[src/rtl/wb_pipe_reg.sv]
// Flushable inter-stage pipeline register (MEM->WB style) with valid/ready handshake
// and occupancy. Define WB_PIPE_REG_SKID_EN to add a skid entry and a registered in_ready.
module wb_pipe_reg #(
  parameter int DATA_W = 32,
  parameter int RD_W   = 5
) (
  input  logic              clk,
  input  logic              rst,
  input  logic              flush,
  input  logic              in_valid,
  output logic              in_ready,
  input  logic [DATA_W-1:0] in_data,
  input  logic [RD_W-1:0]   in_rd,
  input  logic              in_reg_write,
  output logic              out_valid,
  input  logic              out_ready,
  output logic [DATA_W-1:0] out_data,
  output logic [RD_W-1:0]   out_rd,
  output logic              out_reg_write,
  output logic [1:0]        occupancy
);

  typedef struct packed {
    logic [DATA_W-1:0] data;
    logic [RD_W-1:0]   rd;
    logic              reg_write;
  } entry_t;

  entry_t     in_entry;
  entry_t     main_q;
  entry_t     main_n;
  logic       main_v;
  logic       main_v_n;
  logic       accept;
  logic       pop;
  logic       advance;
  logic [1:0] occ_n;

`ifdef WB_PIPE_REG_SKID_EN
  entry_t skid_q;
  entry_t skid_n;
  logic   skid_v;
  logic   skid_v_n;

  // Only flops and rst feed in_ready here, so out_ready never reaches upstream.
  assign in_ready = rst && !skid_v;
`else
  assign in_ready = rst && (!main_v || out_ready);
`endif

  assign in_entry = '{data: in_data, rd: in_rd, reg_write: in_reg_write};
  assign accept   = in_valid && in_ready;
  assign pop      = main_v && out_ready;
  assign advance  = pop || !main_v;
  assign occ_n    = occupancy + {1'b0, accept} - {1'b0, pop};

  // NOTE: every always_comb output gets a default first so no path leaves it unassigned (no latch).
  always_comb begin
    main_n   = main_q;
    main_v_n = main_v;
`ifdef WB_PIPE_REG_SKID_EN
    skid_n   = skid_q;
    skid_v_n = skid_v;
`endif
    if (advance) begin
      main_v_n = accept;
      if (accept) main_n = in_entry;
`ifdef WB_PIPE_REG_SKID_EN
      // A held skid entry is older than anything upstream (in_ready was low), so it wins.
      if (skid_v) begin
        main_v_n = 1'b1;
        main_n   = skid_q;
        skid_v_n = 1'b0;
      end
`endif
    end
`ifdef WB_PIPE_REG_SKID_EN
    if (!advance && accept) begin
      skid_n   = in_entry;
      skid_v_n = 1'b1;
    end
`endif
  end

  // NOTE: sequential state uses non-blocking assignments so all flops sample pre-edge values.
  always_ff @(posedge clk) begin
    if (!rst) begin
      main_v    <= 1'b0;
      main_q    <= '0;
      occupancy <= '0;
`ifdef WB_PIPE_REG_SKID_EN
      skid_v    <= 1'b0;
`endif
    end else if (flush) begin
      main_v    <= 1'b0;
      occupancy <= '0;
`ifdef WB_PIPE_REG_SKID_EN
      skid_v    <= 1'b0;
`endif
    end else begin
      main_v    <= main_v_n;
      main_q    <= main_n;
      occupancy <= occ_n;
`ifdef WB_PIPE_REG_SKID_EN
      skid_v    <= skid_v_n;
`endif
    end
  end

`ifdef WB_PIPE_REG_SKID_EN
  // NOTE: the skid payload is qualified by skid_v, so it needs no reset.
  always_ff @(posedge clk) begin
    skid_q <= skid_n;
  end
`endif

  assign out_valid     = main_v;
  assign out_data      = main_q.data;
  assign out_rd        = main_q.rd;
  assign out_reg_write = main_v && main_q.reg_write && (main_q.rd != '0);

endmodule

[config.mk]
export PLATFORM = sky130hd
export DESIGN_NAME = wb_pipe_reg
export DESIGN_NICKNAME = d
export VERILOG_FILES = /design/src/rtl/wb_pipe_reg.sv
export SDC_FILE = /design/constraint.sdc
export NUM_CORES = 1
export LEC_CHECK = 0
export ABC_AREA = 0
export BUFFER_PORTS_ARGS = -buffer_cell sky130_fd_sc_hd__buf_4
export CAP_MARGIN = 20
export CORE_MARGIN = 1
export CORE_UTILIZATION = 30
export DETAILED_ROUTE_END_ITERATION = 6
export GPL_ROUTABILITY_DRIVEN = 0
export PLACE_DENSITY = 0.62
export SLEW_MARGIN = 20
export SYNTH_ARGS = -nofsm -noshare
export SYNTH_HDL_FRONTEND = slang
export SYNTH_SLANG_ARGS = --single-unit
[constraint.sdc]
create_clock -name clk -period 1.9 [get_ports clk]
set_clock_uncertainty 0.1 [all_clocks]
set_input_delay 0.095 -clock clk [delete_from_list [all_inputs] [get_ports clk]]
set_output_delay 0.095 -clock clk [all_outputs]
set_load 0.03 [all_outputs]
==> results by group, run 1 <==
Synthesis
  – Largest family of logic cells by synthesized area: buffers and inverters
  – Register area share after synthesis: 0.386
  – Top cells by area, synth: dfxtp_1, buf_4, nand4_1
  – Post-synth EDFFs: 0
  – Synth Area in Simple Gates: 0.209
  – Post-Syn Instances: 240
  – Synth area leader: dfxtp_1
  – Synth Cell Area: 0.00213 mm^2
  – Distinct cells, synth: 26
  – Ys async rst share: 0
  – Mapped Nets: 285
  – Post-synthesis adder-cell area fraction: 0.0118
  – Multiplexer share of the synthesized area: 0
  – XOR/XNOR share of the synthesized area: 0.00824
  – Yosys warnings: 0
  – Synth Area in Compound Gates: 0.167
  – Yosys top cell area share: 0.386
  – Primary FF master, synth: dfxtp_1
  – Mapped Avg Cell Area: 8.86 um^2
  – #FFs+latches synth: 41

Routing
  – Via count: 2050
  – Wirelength per Cell: 15.5 um
  – First DRT Iteration DRCs: 78
  – DRC viols: 0
  – Routed Antenna Nets: 0
  – Drt pass-1 iters: 4
  – Vias/cell: 5.05
  – WL final: 6.27 mm

Critical path
  – CP endpoint kind: primary output
  – CP cell instances: or3_1 > o311a_1 > buf_4
  – Startpoint types: flip-flop
  – Slowest CP cell: or3_1
  – Delay of the slowest critical-path stage: 0.39 ns
  – CP arrival: 1.50 ns
  – Buf+Inv Stages, Crit Path: 1
  – Kind of critical path: reg2out
  – Crit path max fanout: 3
  – CP required: 1.70 ns
  – Worst path top cell family by delay: simple AND/OR/NAND/NOR gates

Final layout
  – Storage cell area: 822 um^2
  – Total inserted antenna cells: 0
  – Final Util: 0.437
  – Final instance area: 0.00298 mm^2
  – P&R area growth vs syn: 40.3%
  – Area of the multi-input gates: 845 um^2
  – Filler cells: 703
  – Share of cells above drive strength 1: 0.335
  – Nets: 354

Floorplanning
  – I/O pin total: 85
  – # rows: 30
  – Die extent in y: 86.2 um
  – Die width: 86.2 um
  – Core ar.: 0.00683 mm^2
  – Die area: 0.00743 mm^2
  – Initial core utilization: 0.311

Run
  – Max-cap viol count: 0

STA
  – Endpoints failing setup: 0
  – Final Hold Fails: 0
  – Period utilization: 0.891
  – RSZ-0062 raised after global routing: no
  – Fmax achieved: 591 MHz
  – Minimum clock period: 1.69 ns
  – Post-route setup slack: 0.207 ns
  – Slew HR: 0.521
  – Slew @ Worst Pin: 0.718 ns
  – Slew Limit Fails: 0
  – Setup_tns: 0 ns

Clock network
  – CTS Buf Count: 5
  – Root buffer cell: clkbuf_8
  – CTS H-tree depth: 2
  – Clock sink count: 41
  – Clock buffer depth: 2
  – Worst-Skew Late Latency: 0.29 ns
  – Gates resized, CTS repair: 0
  – CTS tree: done
  – CTS clock-pin slew for the worst setup and hold paths: 0.09 ns

GRT
  – Initial antenna violation count: 0
  – Vias in the first global route: 2088
  – First-pass GRT wire length: 10.0 mm
  – Largest net degree at the start of global routing: 42
  – Gr ovfl total: 0
  – Total global-route track usage: 0.170

Status
  – Status: finished clean

Pwr
  – Peak VDD IR: 394 uV
  – Leakage: 1.42 nW
  – Post-route total power: 2.10 mW
  – Power Dens Cells: 704 mW/mm^2

Placed design
  – Pre-CTS setup slack: 0.366 ns
  – Port-buffer cells: 84
  – Cell Area, Placed: 0.00249 mm^2
  – Detailed placement HPWL: 3.45 mm

Min path
  – Hold Path Class: in2reg
-- synthesized netlist by cell type (4+ instances only) --
cell	count
o311ai_1	24
o311ai_0	13
clkbuf_1	7
buf_6	4
nand2_1	40
dfxtp_1	41
buf_2	14
nand4_1	38
buf_4	38
-- kinds of logic (layout without fill, tap and decap cells) --
| group | count (synthesis) | count (layout) |
|---|---|---|
| adder cells (fa/ha/maj) | 2 | 2 |
| flip-flops | 41 | 41 |
| XOR/XNOR | 2 | 2 |
| buffers and inverters | 69 | 139 |
| AO/OA/AOI/OAI | 40 | 40 |
| AND/OR/NAND/NOR | 86 | 86 |
-- per-layer routing --
| metal | wire [um] | vias to the layer above | GRT usage |
|---|---|---|---|
| met5 | 0 | - | 0 |
| met4 | 71 | 0 | 0.0409 |
| met3 | 300 | 7 | 0.0333 |
| met2 | 3050 | 66 | 0.299 |
| met1 | 2850 | 983 | 0.213 |
| li1 | - | 994 | - |
-- registers in the layout (all words and copies together) (netlist names) --
signal     count
main_q         1
occupancy      2
out_valid      1
out_rd         5
out_data      32
-- layout by cell type, fill, tap and decap left out, types with 2 or more instances in the layout --
master | synthesis | final
and2_1 | 2 | 2
buf_4 | 38 | 89
clkbuf_8 | 0 | 6
dfxtp_1 | 41 | 40
dlygate4sd3_1 | 0 | 38
ha_1 | 2 | 2
inv_2 | 2 | 2
nand2_1 | 40 | 40
nand4_1 | 38 | 38
o311ai_0 | 13 | 13
o311ai_1 | 24 | 24
-- path summary, 6_finish.rpt --
| check | slack (ns) | start | cells past startpoint | endpoint |
|---|---|---|---|---|
| min | 0.23 | out_ready | 4 | out_data[10]$_SDFFE_PN0P_ |
| min reg2reg | 0.36 | out_data[4]$_SDFFE_PN0P_ | 2 | out_data[4]$_SDFFE_PN0P_ |
| max reg2reg | 0.36 | out_valid$_SDFFE_PP0P_ | 7 | occupancy[1]$_SDFF_PP0_ |
| max | 0.21 | out_rd[4]$_SDFFE_PN0P_ | 3 | out_reg_write |
-- stage by stage --
| stage | cells | hold WS (ns) |
|---|---|---|
| global route | 406 | 0.243 |
| floorplan | 240 | 0.131 |
| finish | 406 | 0.227 |
| CTS | 406 | 0.221 |
| global placement | 360 | 0.216 |
| detailed placement | 360 | 0.222 |
-- power by group --
part | total [mW] | internal [mW] | switching, mW
combinational | 0.433 | 0.197 | 0.236
sequential | 0.926 | 0.901 | 0.0249
clock | 0.742 | 0.429 | 0.313
total | 2.10 | 1.53 | 0.574
-- worst register-to-register path: stages (launching register included) --
cell     delay (ns)
dfxtp_2        0.36
and2_2         0.18
ha_1           0.26
inv_1          0.04
ha_1           0.17
xor2_1         0.16
xnor2_1        0.13
nor2_1         0.05
-- timing repair --
item                                    in CTS  in global routing
hold endpoints to repair                    38                  0
endpoints found under the setup margin       0                  0
setup buffers                                0                  0
hold buffers                                38                  0
-- cell type report --
class	count	share of cell area
inverter	3	0.00378
clock buffer	7	0.0289
sequential	41	0.276
multi-input combinational	130	0.283
timing repair buffer	128	0.358
clock inverter	1	0.0101
tap	96	0.0403
Power figures use the tool's default switching activity.
==> run 2: changes to the inputs <==
==> constraint.sdc (replaced) <==
create_clock -name clk -period 1.8 [get_ports clk]
set_clock_uncertainty 0.1 [all_clocks]
set_input_delay 0.09 -clock clk [delete_from_list [all_inputs] [get_ports clk]]
set_output_delay 0.09 -clock clk [all_outputs]
set_load 0.005 [all_outputs]
==> run 2 against run 1 <==
Net effect:
- worst hold slack better by 0.013 ns
- largest cell class unchanged
- non-clock buffer count down 2
- routed wire length down 3.1%
==> results by group, run 2 (same netlist as run 1, synthesis figures left out) <==
Floorplanning
  – Die width: 86.2 um
  – Die extent in y: 86.2 um
  – I/O pin total: 85
  – Die area: 0.00743 mm^2
  – Core ar.: 0.00683 mm^2
  – # rows: 30
  – Initial core utilization: 0.311

Clock network
  – Gates resized, CTS repair: 0
  – Root buffer cell: clkbuf_8
  – Clock buffer depth: 2
  – Clock sink count: 41
  – CTS clock-pin slew for the worst setup and hold paths: 0.09 ns
  – CTS tree: done
  – CTS H-tree depth: 2
  – Worst-Skew Late Latency: 0.29 ns
  – CTS Buf Count: 5

GRT
  – Largest net degree at the start of global routing: 42
  – Initial antenna violation count: 0
  – First-pass GRT wire length: 9.63 mm
  – Gr ovfl total: 0
  – Vias in the first global route: 2015
  – Total global-route track usage: 0.165

STA
  – Period utilization: 0.905
  – Endpoints failing setup: 0
  – Slew @ Worst Pin: 0.864 ns
  – Minimum clock period: 1.63 ns
  – Fmax achieved: 614 MHz
  – Worst hold slack: 0.240 ns
  – Setup_tns: 0 ns
  – Slew HR: 0.422
  – Slew Limit Fails: 0
  – RSZ-0062 raised after global routing: no
  – Final Hold Fails: 0

Final layout
  – Share of cells above drive strength 1: 0.333
  – Commonest non-fill, non-tap cell in the layout: buf_4
  – Final Util: 0.434
  – Max reg flops: 32
  – Final instance area: 0.00297 mm^2
  – P&R area growth vs syn: 39.6%
  – Most frequent cells in the layout: buf_4, dfxtp_1, nand2_1
  – Nets: 353
  – Total inserted antenna cells: 0

Pwr
  – Power Dens Cells: 717 mW/mm^2
  – Peak VDD IR: 304 uV
  – Leakage: 1.40 nW

Critical path
  – Flop2flop setup slack: 0.20 ns
  – Kind of critical path: reg2out
  – Startpoint types: flip-flop
  – Crit path max fanout: 40
  – CP endpoint kind: primary output
  – CP required: 1.61 ns
  – CP arrival: 1.44 ns

Routing
  – Routed Antenna Nets: 0
  – Vias/cell: 4.96
  – Wirelength per Cell: 15.0 um
  – Drt pass-1 iters: 4
  – WL final: 6.08 mm
  – DRC viols: 0
  – First DRT Iteration DRCs: 52
  – Via count: 2007

Run
  – Max-cap viol count: 0

Placed design
  – Detailed placement HPWL: 3.23 mm
  – Cell Area, Placed: 0.00246 mm^2
  – Port-buffer cells: 84

Status
  – Status: finished clean

Min path
  – Hold Path Class: in2reg
## run 2: cell count changes in the layout (fill, tap and decap cells not counted), sizes merged
| cell | change |
|---|---|
| buf | -2 |
| clkbuf | -1 |
| clkinvlp | +1 |
| nor2b | +1 |
## run 2: final cells by class
cell class              count  area, um^2
well taps                  96         120
inverters                   3        11.3
multi-input cells         131         853
flip-flops and latches     41         821
fillers                   711        3860
clock inverters             2        37.5
clock buffers               6        82.6
repair buffers            126        1040
## run 2: timing repair
action	in CTS	in global routing
hold buffers	38	0
buffers inserted	0	0
hold endpoints to repair	38	0
setup endpoints to repair	0	6
## run 2: worst max-delay path, stage by stage, from the launching register on
cell	delay (ns)
dfxtp_1	0.36
nand2b_2	0.09
buf_4	0.39
and2_1	0.19
buf_4	0.10
## run 2: through the flow
step / power, mW / std cells / worst slack [ns]
after floorplan: 1.18 / 240 / 0.0466
after global placement: 1.29 / 358 / 0.196
after detailed placement: 1.29 / 358 / 0.153
after CTS: 2.16 / 404 / 0.125
after global routing: 2.22 / 405 / 0.0803
final: 2.13 / 405 / 0.171
## run 2: power breakdown
part           switching (mW)  internal, mW  leakage (nW)
sequential             0.0262         0.951         0.335
clock                   0.337         0.451        0.0574
combinational           0.161         0.201          1.01
## run 2: worst paths after layout
| path | startpoint | endpoint | cells after the start |
|---|---|---|---|
| max | out_valid$_SDFFE_PP0P_ | in_ready | 4 |
| max reg2reg | out_valid$_SDFFE_PP0P_ | occupancy[1]$_SDFF_PP0_ | 7 |
| min reg2reg | out_data[6]$_SDFFE_PN0P_ | out_data[6]$_SDFFE_PN0P_ | 2 |
| min | out_ready | out_data[3]$_SDFFE_PN0P_ | 4 |
## run 2: per-layer routing
| metal | global-route usage | routed length (um) | vias up | part of all wire |
|---|---|---|---|---|
| met2 | 0.288 | 2900 | 79 | 0.48 |
| met4 | 0.0500 | 84 | 0 | 0.014 |
| li1 | - | - | 996 | - |
| met3 | 0.0314 | 321 | 8 | 0.053 |
| met1 | 0.204 | 2770 | 924 | 0.46 |
| met5 | 0 | 0 | - | 0 |
==> run 3: changes to the inputs <==
--- a/config.mk
+++ b/config.mk
@@ -12,6 +12,7 @@
 export CORE_UTILIZATION = 30
 export DETAILED_ROUTE_END_ITERATION = 6
 export GPL_ROUTABILITY_DRIVEN = 0
+export HOLD_SLACK_MARGIN = 0.06
 export PLACE_DENSITY = 0.62
 export SLEW_MARGIN = 20
 export SYNTH_ARGS = -nofsm -noshare
==> constraint.sdc (replaced) <==
create_clock -name clk -period 2 [get_ports clk]
set_clock_uncertainty 0.1 [all_clocks]
set_input_delay 0.1 -clock clk [delete_from_list [all_inputs] [get_ports clk]]
set_output_delay 0.1 -clock clk [all_outputs]
set_load 0.005 [all_outputs]
==> run 3 against run 2 <==
Net effect:
- total power shrank 19%
- final cell count shrank 0.25%
- combinational power shrank 10%
- via count shrank 0.40%
- critical path depth shrank 1
- global-route usage grew 0.20 points
- non-clock buffer count is the same
- highest routed layer unchanged
==> results by group, run 3 (same netlist as run 1, synthesis figures left out) <==
Critical path
  – Kind of critical path: reg2out
  – CP arrival: 1.47 ns
  – Crit path max fanout: 3
  – CP endpoint kind: primary output
  – CP required: 1.80 ns
  – Startpoint types: flip-flop
  – Flop2flop setup slack: 0.43 ns
  – Worst r2r src: out_valid$_SDFFE_PP0P_
  – Worst r2r path cells: 7
  – R2R Path End: occupancy[1]$_SDFF_PP0_

GRT
  – Largest net degree at the start of global routing: 42
  – Vias in the first global route: 2059
  – First-pass GRT wire length: 9.90 mm
  – Initial antenna violation count: 0
  – Total global-route track usage: 0.166
  – Gr ovfl total: 0

Routing
  – Wirelength per Cell: 15.1 um
  – First DRT Iteration DRCs: 45
  – Vias/cell: 4.95
  – Routed Antenna Nets: 0
  – Drt pass-1 iters: 4
  – Via count: 1999
  – WL final: 6.09 mm
  – DRC viols: 0

Final layout
  – Most frequent cells in the layout: buf_4, dfxtp_1, nand2_1
  – Share of cells above drive strength 1: 0.321
  – Total inserted antenna cells: 0
  – Nets: 352
  – Max reg flops: 32
  – P&R area growth vs syn: 37.8%
  – Commonest non-fill, non-tap cell in the layout: buf_4

Min path
  – Hold Path Class: in2reg
  – Hold Startpoint: out_ready
  – Worst hold endpoint: out_data[22]$_SDFFE_PN0P_
  – Hold Crit Depth: 4

Run
  – Max-cap viol count: 0

Floorplanning
  – Die width: 86.2 um
  – Die area: 0.00743 mm^2
  – Die extent in y: 86.2 um
  – Initial core utilization: 0.311
  – I/O pin total: 85
  – Core ar.: 0.00683 mm^2
  – # rows: 30

Clock network
  – Worst-Skew Late Latency: 0.29 ns
  – CTS tree: done
  – CTS H-tree depth: 2
  – Clock buffer depth: 2
  – Clock sink count: 41
  – Gates resized, CTS repair: 0
  – CTS clock-pin slew for the worst setup and hold paths: 0.08 ns
  – CTS Buf Count: 5
  – Root buffer cell: clkbuf_8

Pwr
  – Power Dens Cells: 592 mW/mm^2
  – Peak VDD IR: 225 uV
  – Leakage: 1.39 nW

STA
  – Final Hold Fails: 0
  – Minimum clock period: 1.67 ns
  – Slew Limit Fails: 0
  – Fmax achieved: 599 MHz
  – Post-route setup slack: 0.329 ns
  – Slew HR: 0.502
  – Slew @ Worst Pin: 0.747 ns
  – Endpoints failing setup: 0
  – Period utilization: 0.835
  – RSZ-0062 raised after global routing: no
  – Setup_tns: 0 ns

Placed design
  – Pre-CTS setup slack: 0.427 ns
  – Detailed placement HPWL: 3.37 mm
  – Port-buffer cells: 84

Status
  – Status: finished clean
==> run 3: cell count changes in the layout (fill, tap and decap cells not counted), sizes merged <==
cell and change:
nor2b -1, bufinv -1, clkbuf +2, clkinvlp -1
==> run 3: critical path: stages, from the launching register on <==
cell and delay [ns]:
dfxtp_1 0.34, or3_1 0.37, o311a_1 0.32, buf_4 0.15
==> run 3: metal layers <==
layer,vias up,global-route usage,part of all wire
li1,989,-,-
met3,6,0.0324,0.043
met4,0,0.0394,0.0074
met5,-,0,0
met1,948,0.207,0.46
met2,56,0.297,0.49
==> run 3: stage by stage <==
step | area, um^2 | power [mW] | utilization | hold slack [ns] | std cells
final | 2930 | 1.73 | 0.429 | 0.214 | 404
after global placement | 2470 | 1.16 | 0.362 | 0.222 | 358
after global routing | 2930 | 1.82 | 0.429 | 0.271 | 404
after CTS | 2930 | 1.76 | 0.429 | 0.214 | 404
after detailed placement | 2470 | 1.17 | 0.362 | 0.226 | 358
after floorplan | 2130 | 1.06 | - | 0.136 | 240
==> run 3: where the power goes <==
group,switching (mW),internal [mW]
clock network,0.280,0.248
registers,0.0237,0.856
logic,0.144,0.181
total,0.448,1.29
==> run 3: timing repair <==
item	CTS	global route
hold buffers	38	0
setup buffers	0	0
hold endpoints to repair	38	0
==> run 3: worst max-delay path by stage <==
stage                      startpoint                       to  slack [ns]  depth (start not counted)
6_report       out_rd[4]$_SDFFE_PN0P_            out_reg_write        0.33                          3
5_1_grt        out_valid$_SDFFE_PP0P_                 in_ready        0.29                          4
4_1_cts        out_rd[4]$_SDFFE_PN0P_            out_reg_write        0.33                          3
3_5_place_dp   out_valid$_SDFFE_PP0P_  occupancy[1]$_SDFF_PP0_        0.43                          7
3_3_place_gp   out_valid$_SDFFE_PP0P_  occupancy[1]$_SDFF_PP0_        0.48                          7
2_1_floorplan  out_valid$_SDFFE_PP0P_  occupancy[1]$_SDFF_PP0_        0.25                         10
==> run 3: final cells by class <==
class | count | area, um^2
fill | 708 | 3900
timing repair buffer | 126 | 1050
multi-input combinational | 130 | 845
sequential | 41 | 821
tap | 96 | 120
clock buffer | 8 | 80.1
inverter | 3 | 11.3
